File: src/rtl/bin_to_onehot_stream.sv
// Purpose: registered binary-index to one-hot decoder with valid/ready handshakes on both sides.
// Latency: one cycle from input handshake to onehot_o/valid_o when the output stage is free or draining.
// Backpressure: two-entry skid (main + skid); ready_o comes from the state register, never from ready_i.
module bin_to_onehot_stream #(
    parameter int ONEHOT_WIDTH = 16,
    parameter int BIN_WIDTH    = (ONEHOT_WIDTH == 1) ? 1 : $clog2(ONEHOT_WIDTH)
) (
    input  logic                    clk_i,
    input  logic                    rst_i,
    input  logic                    valid_i,
    output logic                    ready_o,
    input  logic [BIN_WIDTH-1:0]    bin_i,
    output logic                    valid_o,
    input  logic                    ready_i,
    output logic [ONEHOT_WIDTH-1:0] onehot_o,
    output logic                    err_o
);

    // Occupancy states: nothing held, main register only, main and skid both held.
    localparam logic [1:0] ST_EMPTY = 2'd0;
    localparam logic [1:0] ST_ONE   = 2'd1;
    localparam logic [1:0] ST_FULL  = 2'd2;

    // Number of output lines expressed at index width + 1, so an index equal to
    // the width (the ONEHOT_WIDTH==1, bin_i==1 case) compares correctly.
    localparam logic [BIN_WIDTH:0] NUM_LINES = ONEHOT_WIDTH[BIN_WIDTH:0];

    // A stored entry is the already-decoded vector plus its out-of-range flag,
    // so the output side never needs to look at the binary index again.
    typedef struct packed {
        logic                    err;
        logic [ONEHOT_WIDTH-1:0] onehot;
    } entry_t;

    logic [1:0] state_q;
    logic [1:0] state_d;
    entry_t     main_q;
    entry_t     skid_q;
    entry_t     dec;
    logic       in_range;
    logic       in_hs;
    logic       out_hs;
    logic       main_ld_dec;
    logic       main_ld_skid;
    logic       main_clr;
    logic       skid_ld;

    // ready_o is a pure function of the registered state; it is forced low while
    // reset is applied so that a handshake attempted during reset is never seen
    // upstream as accepted.
    assign ready_o  = (state_q != ST_FULL) && !rst_i;
    assign valid_o  = (state_q != ST_EMPTY);
    assign onehot_o = main_q.onehot;
    assign err_o    = main_q.err;

    assign in_hs  = valid_i && ready_o;
    assign out_hs = valid_o && ready_i;

    // Decode the incoming index; an index past the last line gives an all-zero vector flagged as err.
    always_comb begin
        in_range   = ({1'b0, bin_i} < NUM_LINES);
        dec.err    = !in_range;
        dec.onehot = in_range ? (ONEHOT_WIDTH'(1) << bin_i) : '0;
    end

    // Next-state and register-load selection for the two-entry skid buffer.
    always_comb begin
        state_d      = state_q;
        main_ld_dec  = 1'b0;
        main_ld_skid = 1'b0;
        main_clr     = 1'b0;
        skid_ld      = 1'b0;
        case (state_q)
            ST_EMPTY: begin
                if (in_hs) begin
                    state_d     = ST_ONE;
                    main_ld_dec = 1'b1;
                end
            end
            ST_ONE: begin
                if (in_hs && out_hs) begin
                    main_ld_dec = 1'b1;
                end else if (in_hs) begin
                    state_d = ST_FULL;
                    skid_ld = 1'b1;
                end else if (out_hs) begin
                    // Clear the vector on drain so idle selects sit at zero.
                    state_d  = ST_EMPTY;
                    main_clr = 1'b1;
                end
            end
            ST_FULL: begin
                // ready_o is low here, so only the output side can move.
                if (out_hs) begin
                    state_d      = ST_ONE;
                    main_ld_skid = 1'b1;
                end
            end
            default: begin
                state_d  = ST_EMPTY;
                main_clr = 1'b1;
            end
        endcase
    end

    // State and storage registers; reset discards both held entries.
    always_ff @(posedge clk_i) begin
        if (rst_i) begin
            state_q <= ST_EMPTY;
            main_q  <= '0;
            skid_q  <= '0;
        end else begin
            state_q <= state_d;
            if (main_ld_dec) begin
                main_q <= dec;
            end else if (main_ld_skid) begin
                main_q <= skid_q;
            end else if (main_clr) begin
                main_q <= '0;
            end
            if (skid_ld) begin
                skid_q <= dec;
            end
        end
    end

`ifndef SYNTHESIS
    // A presented vector must be fully known.
    a_onehot_known: assert property (@(posedge clk_i) disable iff (rst_i)
        valid_o |-> !$isunknown(onehot_o))
        else $error("bin_to_onehot_stream: onehot_o unknown while valid_o");

    // Stored vectors can never carry more than one hot line.
    a_main_pop: assert property (@(posedge clk_i) disable iff (rst_i)
        $countones(main_q.onehot) <= 1)
        else $fatal(1, "bin_to_onehot_stream: main entry has more than one bit set");

    a_skid_pop: assert property (@(posedge clk_i) disable iff (rst_i)
        $countones(skid_q.onehot) <= 1)
        else $fatal(1, "bin_to_onehot_stream: skid entry has more than one bit set");

    // A stalled output entry stays put until it is taken.
    a_hold: assert property (@(posedge clk_i) disable iff (rst_i)
        (valid_o && !ready_i) |=> (valid_o && $stable(onehot_o) && $stable(err_o)))
        else $error("bin_to_onehot_stream: output changed while stalled");
`endif

endmodule

File: config.mk
export PLATFORM = sky130hd
export DESIGN_NAME = bin_to_onehot_stream
export DESIGN_NICKNAME = d
export VERILOG_FILES = /design/src/rtl/bin_to_onehot_stream.sv
export SDC_FILE = /design/constraint.sdc
export NUM_CORES = 1
export LEC_CHECK = 0
export BUFFER_PORTS_ARGS = -buffer_cell sky130_fd_sc_hd__buf_4
export CORE_MARGIN = 5
export CORE_UTILIZATION = 55
export DETAILED_ROUTE_END_ITERATION = 10
export PLACE_DENSITY = 0.74
export SLEW_MARGIN = 10
export SYNTH_ARGS = -nofsm -noshare
export SYNTH_HDL_FRONTEND = slang
export SYNTH_SLANG_ARGS = --single-unit
File: constraint.sdc
create_clock -name clk_i -period 1.7 [get_ports clk_i]
set_input_delay 0 -clock clk_i [delete_from_list [all_inputs] [get_ports clk_i]]
set_output_delay 0 -clock clk_i [all_outputs]
set_load 0.05 [all_outputs]
After elaboration in Yosys (flattened, before gate mapping)
Index checks and enable logic that the tools add are counted.

Equal/unequal tests: 7. Shift-type cells: 1. Multiplexer cells: 19. Reduce and logical (&&, ||, !) cells: 12.

Operators by type and width (count): 2-to-1 mux 17 bit (2); 2-to-1 mux 16 bit (1); left shift 1 x 4 -> 16 bit (first input constant) (1); 2-to-1 mux 2 bit (5); 2-to-1 mux 1 bit (8); != test 2 bit (second input constant) (4); case mux 2 bit (3 select lines) (1); logical AND 1 bit (4); case mux 1 bit (2 select lines) (2); AND reduction 4 bit (1); nonzero test 2 bit (2); OR reduction 2 bit (2); != test 3 bit (second input constant) (1); nonzero test 3 bit (1); == test 2 x 1 -> 1 bit (second input constant) (1); == test 2 bit (second input constant) (1); zero test 2 bit (1); zero test 1 bit (1).

Register bits after elaboration: 35. Input port bits: 8. Output and inout port bits: 19. Logic and storage cells: 43.

Depth between registers and ports, before layout
Gate-level depths: netlist of run 1.

Depth after elaboration: 9. Gate-level depth with buffers: 6. Gate-level depth less buffers: 3.

Worst setup path after synthesis of run 1
OpenSTA, ideal clock, no wires.

Path kind: reg2reg. From: register state_q[0]. To: register main_q, in the netlist onehot_o[10]. Setup time: 0.152 ns. Arrival: 1.350 ns. Slack: 0.198 ns. Stages on the path, launching flop included: 7. Buffers on the path: 3. Cell sequence: dfxtp_1 buf_6 or4b_4 buf_6 buf_12 o211ai_2 a221oi_2.

Longest elaborated chain between the ends: 7.

RTL lines: start: declaration (RTL line 35) `logic [1:0] state_q;`; start signal: assignment (RTL line 113) `state_q <= state_d;`; nonzero test 2 bit or != test 2 bit (tied branches) (RTL line 52, 51); logical AND 1 bit (on tied branches) (RTL line 57, 51); 2-to-1 mux 1 bit or logical AND 1 bit (tied branches) (RTL line 86, 94, 56); 2-to-1 mux 1 bit or logical AND 1 bit (tied branches) (RTL line 83, 81); 2-to-1 mux 1 bit (RTL line 81) `if (in_hs && out_hs) begin`; case mux 1 bit (2 select lines) (RTL line 73) `case (state_q)`; nonzero test 3 bit (no line) or 2-to-1 mux 16 bit (tied branches); end signal: assignment (RTL line 117) `main_q <= skid_q;`; end: declaration (RTL line 37) `entry_t main_q;`.

Parallel ways exist; a longest one is shown, timed or not. A chain may end at the register's enable or synchronous reset.

Worst setup path in the final report of run 1
From: register state_q[1]. To: register main_q, in the netlist onehot_o[3].

Same word-level chain as after synthesis.

==> out/metrics.cfg, run 1 <==
[cts]
clock_latency_ns=0.34
cts.sinks=34
numCtsBuffers=5
clockBufferDepth=2
cts_tree=done
path_clk_slew_ns=0.10
postCtsSetupBuffers=0
cts_max_level=2
cts-root-buf=clkbuf_4

[power_and_ir_drop]
pwr-share-seq_pct=47.3
power_density_mw_per_mm2=875
internal_power_mw=1.19
p_clk_share_pct=22.5
ir_drop_mv=0.420
combinationalPowerShare_pct=30.2
power.share.switching_pct=35.4
p_leak_nw=0.775
p_total_mw=1.84
p_switching_mw=0.651

[setup_path]
path_max_fanout=32
critPathLaunchType=flop
cp_slowest_stage_delay_ns=0.41
endpoint_kind=flop
crit_chain=buf_4 > nor3b_2 > buf_12 > nand4_1 > a221oi_1
worstPathRequired_ns=1.94
crit_slowest_cell=dfxtp_1
crit_arrival_ns=1.77
path_class=reg2reg

[detailed_routing]
drt-total-wl_um=4280
via_per_inst=6.09
via_count=1614
drtPass1Iterations=4
drt_iter0_drc=163
route.detailed.drc=0
antenna_left=0
wl_per_cell_um=16.1

[sta]
post-route-period-util_pct=90.3
setup_violations=0
final-hold-violation-count=0
drv_slew=0
tns_ns=0
tightest_slew_ns=0.624
relSlewSlack_pct=58.2
finClkSkew_ns=0.00808
fmax_ghz=0.652
rsz0062_at_grt=false
period_needed_ns=1.53

[layout]
syn2layout_area_growth_pct=14.0
final_nets=227
layout-drive-gt1-share_pct=31.5
n_antenna_cell=0

[global_routing]
antenna_found_initial=0
grt_pass1_vias=1518
grt.overflow.total=0
grt_pass1_wl_um=7020
gr-usage-all-layers_pct=20.2
grt_max_degree=33

[synthesis]
syn_inst=202
synth_warnings=0
synth.avg_cell_area_sq_um=9.12
ys_seq_area_share_pct=36.9
synth_area_sq_mm=0.00184
yosysUniqueCellTypes=31
syn_nets=210
ys_ff_latch=34

[floorplan]
num_io_pins=27
core_area_sq_mm=0.00328
start_util_pct=56.1
die_h_um=67.9
die_w_um=67.9
rows=21
dieArea_sq_mm=0.00461

[flow_run]
drv_cap=0

[place]
routabilityCongestion=0.875
port_buffers=25
dpl.hpwl_um=2800

[hold_path]
min_path_type=in2reg

[outcome]
run_status=finished, final reports clean

==> synth_stat cells, drive strengths merged <==
| cell | instances | area share, % |
|---|---|---|
| nor2 | 3 | 0.61 |
| or2 | 1 | 0.34 |
| dfxtp | 34 | 37 |
| nand2b | 2 | 0.68 |
| buf | 15 | 6.2 |
| nor3 | 1 | 0.27 |
| clkbuf | 12 | 2.4 |
| mux2 | 1 | 0.61 |
| o22ai | 1 | 1.1 |
| or4b | 1 | 0.75 |
| inv | 16 | 3.3 |
| a21o | 1 | 0.41 |
| nand2 | 2 | 0.41 |
| a21oi | 18 | 4.9 |
| a221oi | 16 | 11 |
| nand4 | 32 | 11 |
| conb | 1 | 0.20 |
| and2 | 2 | 0.68 |
| o211ai | 16 | 9.2 |
| o21ai | 17 | 4.8 |
| or3b | 2 | 0.95 |
| nor3b | 1 | 0.68 |
| nor2b | 7 | 2.4 |
==> kinds of logic after synthesis <==
| logic type | share of synthesized area (%) |
|---|---|
| AOI/OAI and AO/OA | 31.8 |
| and+or+nand+nor | 18.6 |
| buffers and inverters | 11.9 |
| DFF | 36.9 |
| muxes | 0.611 |
| other | 0.203 |
==> timing repair <==
item,4_1_cts,5_1_grt
endpoints found under the hold margin,4,0
endpoints found under the setup margin,0,1
gates resized for setup,0,1
hold buffers,2,0
==> path summary, 6_finish.rpt <==
check	cells past startpoint	to	start	slack (ns)
worst max-delay path	5	onehot_o[3]$_SDFFE_PP0P_	state_q[1]$_SDFFE_PP0P_	0.17
worst min-delay path	4	state_q[0]$_SDFFE_PP0P_	valid_i	0.04
worst max register to register	5	onehot_o[3]$_SDFFE_PP0P_	state_q[1]$_SDFFE_PP0P_	0.17
worst min register to register	2	onehot_o[6]$_SDFFE_PP0P_	onehot_o[6]$_SDFFE_PP0P_	0.46
==> stage by stage <==
| stage | util [%] | instance area [sq um] | hold WS (ns) | setup slack, ns | std cells |
|---|---|---|---|---|---|
| final | 64.0 | 2100 | 0.0423 | 0.166 | 265 |
| after global routing | 64.0 | 2100 | 0.0467 | 0.0455 | 265 |
| after CTS | 63.8 | 2090 | 0.0366 | 0.132 | 265 |
| after detailed placement | 61.8 | 2030 | 0.243 | 0.155 | 256 |
| after global placement | 61.8 | 2030 | 0.235 | 0.247 | 256 |
| after floorplan | - | 1840 | 0.0793 | 0.198 | 202 |
==> state kept, by name, indices dropped and copies added (netlist names) <==
register,cells
skid_q,16
onehot_o,16
state_q,2
==> power groups by stage <==
stage | Sequential (mW) | Clock (mW) | Combinational, mW
after floorplan | 1.03 | 0 | 0.273
after global placement | 0.885 | 0 | 0.541
after detailed placement | 0.888 | 0 | 0.552
after CTS | 0.870 | 0.418 | 0.556
after global routing | 0.876 | 0.450 | 0.592
final | 0.870 | 0.413 | 0.556
==> layout make-up <==
class / instances / area, sq um
Timing Repair Buffer: 37 / 308
Multi-Input combinational cell: 125 / 950
Sequential cell: 34 / 681
Tap cell: 46 / 57.6
Inverter: 16 / 60.1
Fill cell: 283 / 1180
Clock buffer: 7 / 45.0
==> placed cells by master, fill, tap and decap left out <==
cell type	instances
dfxtp_1	34
buf_4	33
nand4_1	32
a21oi_1	18
o21ai_0	16
inv_1	16
a221oi_2	12
o211ai_2	10
nor2b_1	7
o211ai_1	6
clkbuf_4	5
a221oi_1	4
nor2_1	3
nand2b_1	2
and2_1	2
nand2_1	2
clkbuf_1	2
dlygate4sd3_1	2
buf_12	2
or3b_1	1
nor3b_2	1
or4b_4	1
o21ai_2	1
mux2_2	1
o22ai_4	1
nor3_1	1
or3b_2	1
a21o_1	1
or2_2	1
conb_1	1
==> layer usage <==
metal	global-route usage, %	wire, um
met5	0	0
met4	7.20	66
met3	6.24	291
met2	33.4	2090
met1	24.9	1830
==> worst max-delay path: cells and delay by family, from the launching register on <==
kind | cells | cell delay, ns
DFF | 1 | 0.41
AOI/OAI and AO/OA | 1 | 0.27
and+or+nand+nor | 2 | 0.35
buffers and inverters | 2 | 0.40
Power figures use the tool's default switching activity.
==> inputs of run 2 (changes only) <==
ABC_AREA = 1   (was unset)
PLACE_DENSITY = 0.75   (was 0.74)
==> out/metrics.cfg, run 2 <==
[setup_path]
path_class=reg2reg
timing.rr.start=state_q[1]$_SDFFE_PP0P_
reg2reg_depth=7  ; +2
endpoint_kind=flop
critPathCapture=onehot_o[2]$_SDFFE_PP0P_
r2r_slack_ns=0.26  ; +0.10 ns
crit_arrival_ns=1.70  ; -0.07 ns
worstPathRequired_ns=1.96  ; +0.02 ns
critPathLaunchType=flop
path_max_fanout=18  ; -44%
critPathLaunch=state_q[1]$_SDFFE_PP0P_
reg2reg_to=onehot_o[2]$_SDFFE_PP0P_

[synthesis]
yosysTopAreaCell=dfxtp_1
synth_area_sq_mm=0.00176  ; -4.8%
ys_top_cells_by_count=57 x nand2_1, 55 x nor2_1, 34 x dfxtp_1
async_flop_share_pct=0  ; unchanged
synth.avg_cell_area_sq_um=6.67  ; -27%
ys_seq_area_share_pct=38.8  ; +1.8 points
yosysUniqueCellTypes=23  ; -26%
synth.area.top_cells=dfxtp_1 39%, nand2_1 12%, nor2_1 12%
synth.most_common_cell=nand2_1
ys_ff_latch=34  ; unchanged
syn_inst=263  ; +30%
synth_edf_count=0  ; unchanged
synth_top_area_share_pct=38.8  ; +1.8 points
synth_warnings=0  ; unchanged
synth_top_flop_cell=dfxtp_1
syn_nets=271  ; +29%

[detailed_routing]
route.detailed.drc=0  ; unchanged
antenna_left=0  ; unchanged
via_count=1631  ; +1.1%
drt-total-wl_um=3530  ; -17%
via_per_inst=4.94  ; -19%
drt_iter0_drc=100  ; -39%
drtPass1Iterations=4  ; unchanged
wl_per_cell_um=10.7  ; -34%

[cts]
clock_latency_ns=0.32  ; -0.02 ns
postCtsSetupBuffers=0  ; unchanged
cts_max_level=2  ; unchanged
ctsHoldBuffers=2  ; unchanged
cts-root-buf=clkbuf_4
numCtsBuffers=5  ; unchanged
path_clk_slew_ns=0.09  ; about the same
cts_resized=0  ; unchanged
cts_tree=done
clockBufferDepth=2  ; unchanged
cts.sinks=34  ; unchanged

[layout]
final_common_cell=nand2_1
n_antenna_cell=0  ; unchanged
fillers=309  ; +9.2%
layout_common_cells=57 x nand2_1, 55 x nor2_1, 34 x dfxtp_1
layout-drive-gt1-share_pct=19.6  ; -12 points
finish.utilization_pct=66.0  ; +2.0 points
final_nets=295  ; +30%
syn2layout_area_growth_pct=14.8

[place]
port_buffers=25  ; unchanged
routabilityCongestion=0.848  ; -3.1%
dpl.hpwl_um=2550  ; -8.8%

[global_routing]
grt_max_degree=26  ; -21%
gr-usage-all-layers_pct=18.1  ; -2.2 points
grt_pass1_wl_um=6220  ; -11%
grt_pass1_vias=1512  ; -0.40%
antenna_found_initial=0  ; unchanged
grt.overflow.total=0  ; unchanged

[power_and_ir_drop]
ir_drop_mv=0.574  ; +37%
p_leak_nw=0.914  ; +18%
power_density_mw_per_mm2=818  ; -6.6%

[sta]
finClkSkew_ns=0.0115  ; +0.00339 ns
fmax_ghz=0.696  ; +6.8%
post-route-period-util_pct=84.5  ; -5.7 points
rsz0062_at_grt=false
period_needed_ns=1.44  ; -0.0973 ns
setup_violations=0  ; unchanged
final-hold-violation-count=0  ; unchanged
drv_slew=0  ; unchanged
tns_ns=0  ; unchanged

[floorplan]
start_util_pct=57.5  ; +1.4 points
rows=20  ; -4.8%
die_w_um=66.5  ; -2.0%
num_io_pins=27  ; unchanged
die_h_um=66.5  ; -2.0%
dieArea_sq_mm=0.00442  ; -4.1%
core_area_sq_mm=0.00305  ; -7.0%

[hold_path]
min_path_type=in2reg

[outcome]
run_status=finished, final reports clean

[flow_run]
drv_cap=0  ; unchanged

-- run 2: cell families (layout without fill, tap and decap cells) --
group | count (synthesis) | count (layout) | share of synthesized area [%]
compound gates | 32 | 32 | 9.34
buf+inv | 40 | 63 | 10.8
flops | 34 | 34 | 38.8
other cells | 1 | 1 | 0.214
simple gates | 156 | 156 | 40.8
-- run 2: how the worst min path moves through the flow --
stage	from	to	slack (ns)	cells past startpoint
2_1_floorplan	rst_i	skid_q[4]$_SDFFE_PP0P_	0.20	3
3_3_place_gp	rst_i	skid_q[9]$_SDFFE_PP0P_	0.28	2
3_5_place_dp	rst_i	skid_q[9]$_SDFFE_PP0P_	0.28	2
4_1_cts	bin_i[3]	skid_q[3]$_SDFFE_PP0P_	0.01	4
5_1_grt	bin_i[3]	skid_q[8]$_SDFFE_PP0P_	0.04	3
6_report	bin_i[3]	skid_q[3]$_SDFFE_PP0P_	0.03	4
-- run 2: layout make-up --
type | instances | area (sq um) | share of cell area [%]
clock buffer | 6 | 51.3 | 2.55
inverter | 28 | 108 | 5.34
multi-input combinational | 189 | 885 | 43.9
sequential | 34 | 681 | 33.8
tap | 44 | 55.1 | 2.73
timing repair buffer | 29 | 235 | 11.7
-- run 2: metrics by stage --
| step | area [sq um] | hold slack [ns] | cells | power (mW) | setup WS [ns] |
|---|---|---|---|---|---|
| after floorplan | 1760 | 0.200 | 263 | 1.15 | 0.491 |
| after global placement | 1940 | 0.279 | 322 | 1.23 | 0.283 |
| after detailed placement | 1940 | 0.281 | 322 | 1.24 | 0.237 |
| after CTS | 2010 | 0.00987 | 330 | 1.66 | 0.219 |
| after global routing | 2010 | 0.0430 | 330 | 1.74 | 0.0588 |
| final | 2010 | 0.0274 | 330 | 1.65 | 0.263 |
-- run 2: where the power goes --
group / total (mW) / internal [mW] / switching (mW)
sequential: 0.850 / 0.831 / 0.0183
clock: 0.429 / 0.186 / 0.242
combinational: 0.369 / 0.110 / 0.259
total: 1.65 / 1.13 / 0.520
-- run 2: per-layer routing --
metal	GRT usage, %	part of all wire (%)	vias up
li1	-	-	868
met1	21.7	46	718
met2	31.2	48	40
met3	4.05	4.9	5
met4	6.60	0.96	0
met5	0	0	-
-- run 2: critical path: stages (launching register included) --
cell and delay [ns]:
dfxtp_1 0.37, nor2_2 0.21, nor2_2 0.07, nand2_2 0.29, nand2_2 0.19, nand2_1 0.09, nand2_1 0.05, nor2_1 0.10
==> inputs of run 3 (changes only) <==
clock period = 1.4 ns   (was 1.7 ns; I/O delays follow)
==> out/metrics.cfg, run 3 (synthesized netlist as in run 2, its figures left out) <==
[layout]
syn2layout_area_growth_pct=23.9
seq_area_sq_um=688  ; +1.1%
layout-drive-gt1-share_pct=24.3  ; +4.8 points
layout_common_cells=57 x nand2_1, 55 x nor2_1, 35 x buf_4
final_nets=307  ; +4.1%
n_antenna_cell=0  ; unchanged
stdcell_count=344  ; +4.2%
finalInstanceArea_sq_mm=0.00217  ; +8.0%
final_common_cell=nand2_1
fillers=299  ; -3.2%
multi_input_area_sq_um=920  ; +4.0%

[floorplan]
die_w_um=66.5  ; unchanged
core_area_sq_mm=0.00305  ; unchanged
start_util_pct=57.5  ; unchanged
rows=20  ; unchanged
num_io_pins=27  ; unchanged
die_h_um=66.5  ; unchanged
dieArea_sq_mm=0.00442  ; unchanged

[power_and_ir_drop]
p_switching_mw=0.697  ; +34%
pwr-share-seq_pct=46.5  ; -5.1 points
p_total_mw=2.21  ; +34%
power_density_mw_per_mm2=1020  ; +25%
power.share.switching_pct=31.5  ; -0.086 points
ir_drop_mv=0.763  ; +33%
p_clk_share_pct=30.5  ; +4.5 points
combinationalPowerShare_pct=23.0  ; +0.6 points
internal_power_mw=1.52  ; +35%
p_leak_nw=0.995  ; +8.9%

[cts]
cts_tree=done
cts_max_level=2  ; unchanged
clockBufferDepth=2  ; unchanged
clock_latency_ns=0.34  ; +0.02 ns
numCtsBuffers=5  ; unchanged
cts.sinks=34  ; unchanged
path_clk_slew_ns=0.11  ; +0.02 ns
cts-root-buf=clkbuf_4

[detailed_routing]
drtPass1Iterations=4  ; unchanged
wl_per_cell_um=12.1  ; +13%
antenna_left=0  ; unchanged
drt-total-wl_um=4150  ; +18%
drt_iter0_drc=112  ; +12%
route.detailed.drc=0  ; unchanged
via_count=1716  ; +5.2%
via_per_inst=4.99  ; +0.93%

[sta]
finClkSkew_ns=0.00972  ; -0.00176 ns
drv_slew=0  ; unchanged
layout_setup_ws_ns=0.0788  ; -0.184 ns
fmax_ghz=0.757  ; +8.8%
final-hold-violation-count=0  ; unchanged
rsz0062_at_grt=true
post-route-period-util_pct=94.4  ; +9.8 points
setup_violations=0  ; unchanged
period_needed_ns=1.32  ; -0.116 ns

[place]
routabilityCongestion=0.876  ; +3.3%
dpl_cell_area_sq_mm=0.00199  ; +2.6%
port_buffers=25  ; unchanged
dp_slack_ns=0.0530  ; -0.184 ns
dpl.hpwl_um=2760  ; +8.2%
place_inst=327  ; +1.6%

[global_routing]
grt_pass1_wl_um=7060  ; +14%
grt_max_degree=26  ; unchanged
gr-usage-all-layers_pct=20.8  ; +2.8 points
grt.overflow.total=0  ; unchanged
grt_pass1_vias=1616  ; +6.9%
antenna_found_initial=0  ; unchanged

[setup_path]
crit_arrival_ns=1.60  ; -0.10 ns
worstPathRequired_ns=1.68  ; -0.28 ns
endpoint_kind=flop
path_max_fanout=8  ; -10
critPathLaunchType=flop
reg2reg_depth=8  ; +1
path_class=reg2reg

[hold_path]
whs_path_depth=4  ; unchanged
min_path_type=in2reg

[flow_run]
drv_cap=0  ; unchanged

[outcome]
run_status=finished, final reports clean

-- run 3: final cells by class --
class	count	share of cell area, %
Clock buffer	8	3.62
Timing Repair Buffer	39	14.8
Multi-Input combinational cell	191	42.3
Tap cell	44	2.53
Sequential cell	34	31.6
Inverter	28	5.06
-- run 3: routing by layer --
| layer | global-route usage (%) | up-vias | wire [um] | share of wire, % |
|---|---|---|---|---|
| met5 | 0 | - | 0 | 0 |
| met4 | 6.09 | 0 | 50 | 1.2 |
| met3 | 5.56 | 8 | 228 | 5.5 |
| met2 | 34.9 | 47 | 1950 | 47 |
| met1 | 26.0 | 768 | 1920 | 46 |
| li1 | - | 893 | - | - |
-- run 3: final timing paths --
kind                                         startpoint                       end  slack [ns]
worst min-delay path                           bin_i[3]    skid_q[6]$_SDFFE_PP0P_      0.0003
worst min register to register   skid_q[9]$_SDFFE_PP0P_    skid_q[9]$_SDFFE_PP0P_        0.49
worst max register to register  state_q[0]$_SDFFE_PP0P_  onehot_o[5]$_SDFFE_PP0P_        0.08
worst max-delay path            state_q[0]$_SDFFE_PP0P_  onehot_o[5]$_SDFFE_PP0P_        0.08
-- run 3: through the flow --
step,hold slack [ns],utilization (%),setup TNS [ns]
final,0.000309,71.2,0
after global routing,0.00912,71.2,-0.0383
after CTS,0.00158,68.5,0
after detailed placement,0.285,65.3,0
after global placement,0.279,65.3,0
after floorplan,0.200,-,0
-- run 3: power groups by stage --
stage / Combinational [mW] / Clock [mW] / Sequential [mW]
global placement: 0.457 / 0 / 1.05
finish: 0.509 / 0.674 / 1.03
floorplan: 0.249 / 0 / 1.15
global route: 0.560 / 0.739 / 1.04
CTS: 0.466 / 0.678 / 1.03
detailed placement: 0.460 / 0 / 1.05
-- run 3: repair_timing --
action                                  CTS  global route
endpoints found under the hold margin    10             0
endpoints found under the setup margin    0            21
gates resized for setup                   0             8
hold buffers                              2             0
setup buffers                             0             5
-- run 3: worst max-delay path, stage by stage, from the launching register on --
cell and delay (ns):
dfxtp_4 0.38, inv_4 0.05, nand2_4 0.07, nand3_4 0.18, nor2_4 0.26, inv_4 0.10
nor2_2 0.09, nor2_1 0.05, nor2_1 0.08
